===== config.mk =====
export PLATFORM = sky130hd
export DESIGN_NAME = tc_5_forward_converter_flat
export DESIGN_NICKNAME = d
export VERILOG_FILES = /design/src/rtl/tc_5_forward_converter_pkg.sv /design/src/rtl/tc_5_forward_converter_if.sv /design/src/rtl/tc_5_double_add.sv /design/src/rtl/tc_5_forward_converter.sv /design/src/flat_wrapper.sv
export SDC_FILE = /design/constraint.sdc
export NUM_CORES = 1
export LEC_CHECK = 0
export BUFFER_PORTS_ARGS = -buffer_cell sky130_fd_sc_hd__buf_2
export CORE_AREA = 2 2 53 55
export DETAILED_ROUTE_END_ITERATION = 8
export DIE_AREA = 0 0 55 57
export GPL_TIMING_DRIVEN = 0
export PLACE_DENSITY = 0.81
export SLEW_MARGIN = 20
export SYNTH_ARGS = -nofsm -noshare
export SYNTH_HDL_FRONTEND = slang
export SYNTH_HIERARCHICAL = 1
export SYNTH_SLANG_ARGS = --single-unit
export TNS_END_PERCENT = 50

===== constraint.sdc =====
create_clock -name clk -period 2.7 [get_ports clk]
set_input_delay 0.81 -clock clk [delete_from_list [all_inputs] [get_ports clk]]
set_output_delay 0.81 -clock clk [all_outputs]
set_load 0.1 [all_outputs]

===== src/rtl/tc_5_forward_converter_pkg.sv =====
// Shared definitions for the mod-5 thermometer-coded (TC5) RNS channel:
// residue code constants and the forward-converter FSM state encoding.
package tc_5_forward_converter_pkg;

   typedef logic [4:1] tc5_t;

   localparam tc5_t TC5_0 = 4'b0000;
   localparam tc5_t TC5_1 = 4'b0001;
   localparam tc5_t TC5_2 = 4'b0011;
   localparam tc5_t TC5_3 = 4'b0111;
   localparam tc5_t TC5_4 = 4'b1111;

   typedef enum logic [1:0] {
      ST_IDLE = 2'd0,
      ST_CONV = 2'd1,
      ST_DONE = 2'd2
   } state_t;

endpackage


===== src/rtl/tc_5_forward_converter_if.sv =====
// Operand-in / residue-out valid-ready bundle of the forward converter.
// The master side drives operands and accepts results; the slave side is the converter.
interface tc_5_forward_converter_if
   import tc_5_forward_converter_pkg::*;
#(
   parameter int DATA_W = 16
);
   logic              in_valid;
   logic              in_ready;
   logic [DATA_W-1:0] in_data;
   logic              out_valid;
   logic              out_ready;
   tc5_t              out_residue;

   modport master (
      output in_valid, in_data, out_ready,
      input  in_ready, out_valid, out_residue
   );

   modport slave (
      input  in_valid, in_data, out_ready,
      output in_ready, out_valid, out_residue
   );
endinterface


===== src/rtl/tc_5_double_add.sv =====
// One serial reduction step in TC5: r_out = (2*r_in + b) mod 5.
// Illegal input codes collapse to zero so only valid TC5 codes ever leave.
module tc_5_double_add
   import tc_5_forward_converter_pkg::*;
(
   input  tc5_t r_in,
   input  logic b,
   output tc5_t r_out
);
   tc5_t dbl;

   always_comb begin
      case (r_in)
         TC5_1:   dbl = TC5_2;
         TC5_2:   dbl = TC5_4;
         TC5_3:   dbl = TC5_1;
         TC5_4:   dbl = TC5_3;
         default: dbl = TC5_0;
      endcase
      r_out = dbl;
      // Adding one to a thermometer code is a shift-in of a 1, except 4+1 wraps to 0
      if (b) begin
         r_out = (dbl == TC5_4) ? TC5_0 : {dbl[3:1], 1'b1};
      end
   end
endmodule


===== src/rtl/tc_5_forward_converter.sv =====
// Serial binary-to-TC5 forward converter: consumes the captured operand MSB-first,
// one bit per cycle, and presents the mod-5 residue with a valid/ready handshake.
module tc_5_forward_converter
   import tc_5_forward_converter_pkg::*;
#(
   parameter int DATA_W = 16
) (
   input  logic                   clk,
   input  logic                   rst_n,
   tc_5_forward_converter_if.slave bus,
   output logic                   busy
);
   localparam int CNT_W = $clog2(DATA_W + 1);

   state_t            state, state_nx;
   logic [DATA_W-1:0] shift;
   logic [CNT_W-1:0]  cnt;
   tc5_t              residue;
   tc5_t              residue_step;
   logic              accept;

   tc_5_double_add u_step (
      .r_in  (residue),
      .b     (shift[DATA_W-1]),
      .r_out (residue_step)
   );

   always_ff @(posedge clk or negedge rst_n) begin
      if (!rst_n) begin
         state   <= ST_IDLE;
         shift   <= '0;
         cnt     <= '0;
         residue <= TC5_0;
      end else begin
         state <= state_nx;
         if (accept) begin
            shift   <= bus.in_data;
            residue <= TC5_0;
            cnt     <= CNT_W'(DATA_W);
         end else if (state == ST_CONV) begin
            shift   <= shift << 1;
            residue <= residue_step;
            cnt     <= cnt - 1'b1;
         end
      end
   end

   always_comb begin
      state_nx      = state;
      accept        = 1'b0;
      bus.in_ready  = 1'b0;
      bus.out_valid = 1'b0;
      busy          = 1'b1;
      case (state)
         ST_IDLE: begin
            bus.in_ready = 1'b1;
            busy         = 1'b0;
            if (bus.in_valid) begin
               accept   = 1'b1;
               state_nx = ST_CONV;
            end
         end
         ST_CONV: begin
            if (cnt == CNT_W'(1)) state_nx = ST_DONE;
         end
         ST_DONE: begin
            bus.out_valid = 1'b1;
            if (bus.out_ready) state_nx = ST_IDLE;
         end
         default: begin
            busy     = 1'b0;
            state_nx = ST_IDLE;
         end
      endcase
   end

   // Residue register stays visible after the handshake until the next accept
   assign bus.out_residue = residue;

endmodule


===== src/flat_wrapper.sv =====
// flat-port wrapper written by rule: the top's interface ports become plain ports
module tc_5_forward_converter_flat import tc_5_forward_converter_pkg::*;
#(
   parameter int DATA_W = 16
)
  (clk, rst_n, busy, bus_in_valid, bus_in_data, bus_out_ready, bus_in_ready, bus_out_valid, bus_out_residue);
  tc_5_forward_converter_if #(.DATA_W(DATA_W)) bus_i ();
  input  logic clk;
  input  logic rst_n;
  output logic busy;
  input wire logic [$bits(bus_i.in_valid)-1:0] bus_in_valid;
  input wire logic [$bits(bus_i.in_data)-1:0] bus_in_data;
  input wire logic [$bits(bus_i.out_ready)-1:0] bus_out_ready;
  output wire logic [$bits(bus_i.in_ready)-1:0] bus_in_ready;
  output wire logic [$bits(bus_i.out_valid)-1:0] bus_out_valid;
  output wire logic [$bits(bus_i.out_residue)-1:0] bus_out_residue;
  assign bus_i.in_valid = bus_in_valid;
  assign bus_i.in_data = bus_in_data;
  assign bus_i.out_ready = bus_out_ready;
  assign bus_in_ready = bus_i.in_ready;
  assign bus_out_valid = bus_i.out_valid;
  assign bus_out_residue = bus_i.out_residue;
  tc_5_forward_converter #(.DATA_W(DATA_W)) u_core (.clk(clk), .rst_n(rst_n), .bus(bus_i), .busy(busy));
endmodule

==> metrics.txt <==
status completed; nets between 150 and 200; Final setup viols 0; Power Total 2.123 mW; R2R Path End u_core/cnt[4]$_DFFE_PN0P_; Hold Buf Count CTS 0; syn nets 167; Worst EP arrival approximately 1500 ps; clk_lat worst skew 320 ps; gpl congestion slightly above 0.7; warnings from Yosys 6; Critical-path top delay cell buf_2; DR vias 1101; DRC errors left 0; Sequential cell area between 600 and 700 um2; Avg WL per Cell between 10 and 15 um; drt first pass iters 4; Avg Inst Size Synth 10.18 um2; VDD IR max 0.9343 mV; Synth cell types 34; Fin Setup TNS 0 ps; worst rel slew slack between 60 and 70%; Mapped Cells 141; Die ar. 3135 um2; area of the multi-input gates 693.2 um2; Sw Ratio 49.06%; Root Driver clkbuf_4; Yosys top cell by area dfrtp_1; number of core rows 19; part of the power in registers 34.6%; Critical Path Source u_core/state[0]$_DFFE_PN0P_; Reg2Reg Depth 6; initial antenna violation count 0; clock power share 8.0%; slowest cell delay on critical path 420 ps; Synth Register Bits 27; slew at the pin closest to its max-slew limit just under 600 ps; RSZ-0062 raised after global routing no; fin crit period 2327 ps; IO Pins 27; DRT antenna net count 0; Die Y about 57 um; Hold Violations, Final 0; number of global-route vias before repair 1081; FMAX 429.8 MHz; maxcap violations 0; power density cells 1301 nW/um2; DR vias/cell 5.450; CTS tree built; clock transition at the registers of the reported paths 140 ps; Critical Path RT around 1900 ps; Post-Syn Area 1435 um2; H-tree lvl count 1; Crit. End Element output port; Non-Filler Instances just over 200; post_cts resized 0; first-pass GRT wire length approximately 4.8 mm; P_leak 0.7886 nW; initial core utilization 54.88%; 1st-iter DRT viols 34; total track usage about a fifth; Clock Skew 3.680 ps; share of the synthesized area in the top cell type between 40% and 50%; dpl cells just under 200; Max FO, Critical Path 3; critical path startpoint category register; Clock Tree Buf Depth 2; TritonCTS Sinks 27; minimum hold slack around 470 ps; Combinational Power Share between 50% and 60%; antenna fix cells 0; die width 55 um; drt total wl 2.672 mm; sequential area share after synthesis 47.08%; grt total ovfl 0; Area growth syn-to-layout 13.69%; total CTS buffers 3; Slew Limit Fails 0; Critical Path, Cell by Cell inv_1 > ha_1 > buf_2; synth top area cells dfrtp_1 (47%), mux2i_1 (13%), o21ai_0 (5.6%); hold crit path type in2async; Core Box Area 2615 um2; Port-buffer cells 26; worst r2r src u_core/state[1]$_DFFE_PN0P_; Final period util a little under nine tenths; largest net degree at the start of global routing 28; Crit Path Class reg2out; switching power 1.042 mW; Fillers 233; Reg2Reg Setup Slack about 900 ps; setup bufs post-CTS 0; share of cells above drive strength 1 22.22%; design internal power 1.082 mW
## final cells by class
class / instances / area share (%)
multi-input cells: 100 / 42.48
flip-flops and latches: 27 / 41.41
repair buffers: 26 / 7.975
plain buffers: 10 / 3.144
well taps: 31 / 2.377
clock buffers: 3 / 1.380
inverters: 4 / 0.9202
clock inverters: 1 / 0.3067
## cell usage in the layout (no fill, tap or decap), types with 2 or more instances in the layout
cell type | synthesis | routed
mux2i_1 | 19 | 19
nand2_1 | 18 | 18
buf_2 | 2 | 28
nor2_1 | 9 | 9
nand2b_1 | 2 | 2
clkbuf_1 | 6 | 6
clkbuf_4 | 0 | 3
nor2b_1 | 2 | 2
nand3_1 | 2 | 2
or3_1 | 2 | 2
xnor2_1 | 3 | 3
o21ai_0 | 16 | 16
and2_1 | 2 | 2
dfrtp_1 | 27 | 27
a21oi_1 | 3 | 3
ha_1 | 6 | 6
inv_1 | 4 | 4
## per-layer routing
layer  wire length (um)  share of wire, %  track usage, %
met5                  0                 0               0
met4                 48               1.8           8.362
met3                102               3.8           3.141
met2               1324                50           33.16
met1               1197                45           27.99
## power groups by stage
stage | Sequential (mW) | Clock (mW) | Combinational, mW
2_1_floorplan | 0.857 | 0 | 0.889
3_3_place_gp | 0.727 | 0 | 1.17
3_5_place_dp | 0.747 | 0 | 1.22
4_1_cts | 0.737 | 0.179 | 1.23
5_1_grt | 0.762 | 0.197 | 1.34
6_report | 0.735 | 0.171 | 1.22
## critical path: cells and delay by family, from the launching register on
kind                     cells  cell delay, ps
buffers and inverters        2             510
flip-flops                   1             400
adder cells (fa/ha/maj)      1             290
## synth_stat cells, drive strengths merged
library cell and count:
dfrtp 27, mux2i 19, nand2 18, o21ai 16, nor2 9, clkbuf 6
ha 6, buf 4, inv 4, a21oi 3, xnor2 3, and2 2
mux2 2, nand2b 2, nand3 2, nor2b 2, or3 2, a211o 1
a211oi 1, a21boi 1, nand4b 1, nor3 1, nor4 1, nor4b 1
o211ai 1, o31a 1, o31ai 1, o32a 1, or2b 1, or4b 1
xor2 1
## worst max path at each step
stage                     cells after the start                           end
after CTS                                     3                          busy
after global placement                        3                          busy
after floorplan                               7  u_core/shift[12]$_DFFE_PN0P_
final                                         3                          busy
after detailed placement                      3                          busy
after global routing                          3                          busy
## through the flow
step	setup slack [ps]	instance area (um2)	util (%)
6_report	373.4	1632	62.39
5_1_grt	283.8	1632	62.39
4_1_cts	361.2	1632	62.39
3_5_place_dp	746.1	1604	61.34
3_3_place_gp	788.3	1604	61.34
2_1_floorplan	563.4	1435	-
## registers in the layout, summed over array words and instances, names as in the netlist
name and count:
u_core/state 2, u_core/shift 16, u_core/bus.out_residue 4, u_core/cnt 5
## cell families (layout without fill, tap and decap cells)
kind of cell / count (synthesis) / count (layout) / synth area share (%)
flip-flops: 27 / 27 / 47.08
buffers and inverters: 14 / 44 / 4.620
AO/OA/AOI/OAI: 26 / 26 / 11.07
XOR/XNOR: 4 / 4 / 2.442
AND/OR/NAND/NOR: 43 / 43 / 14.73
adder cells (fa/ha/maj): 6 / 6 / 5.231
multiplexers: 21 / 21 / 14.82
(Power assumes the default switching activity.)
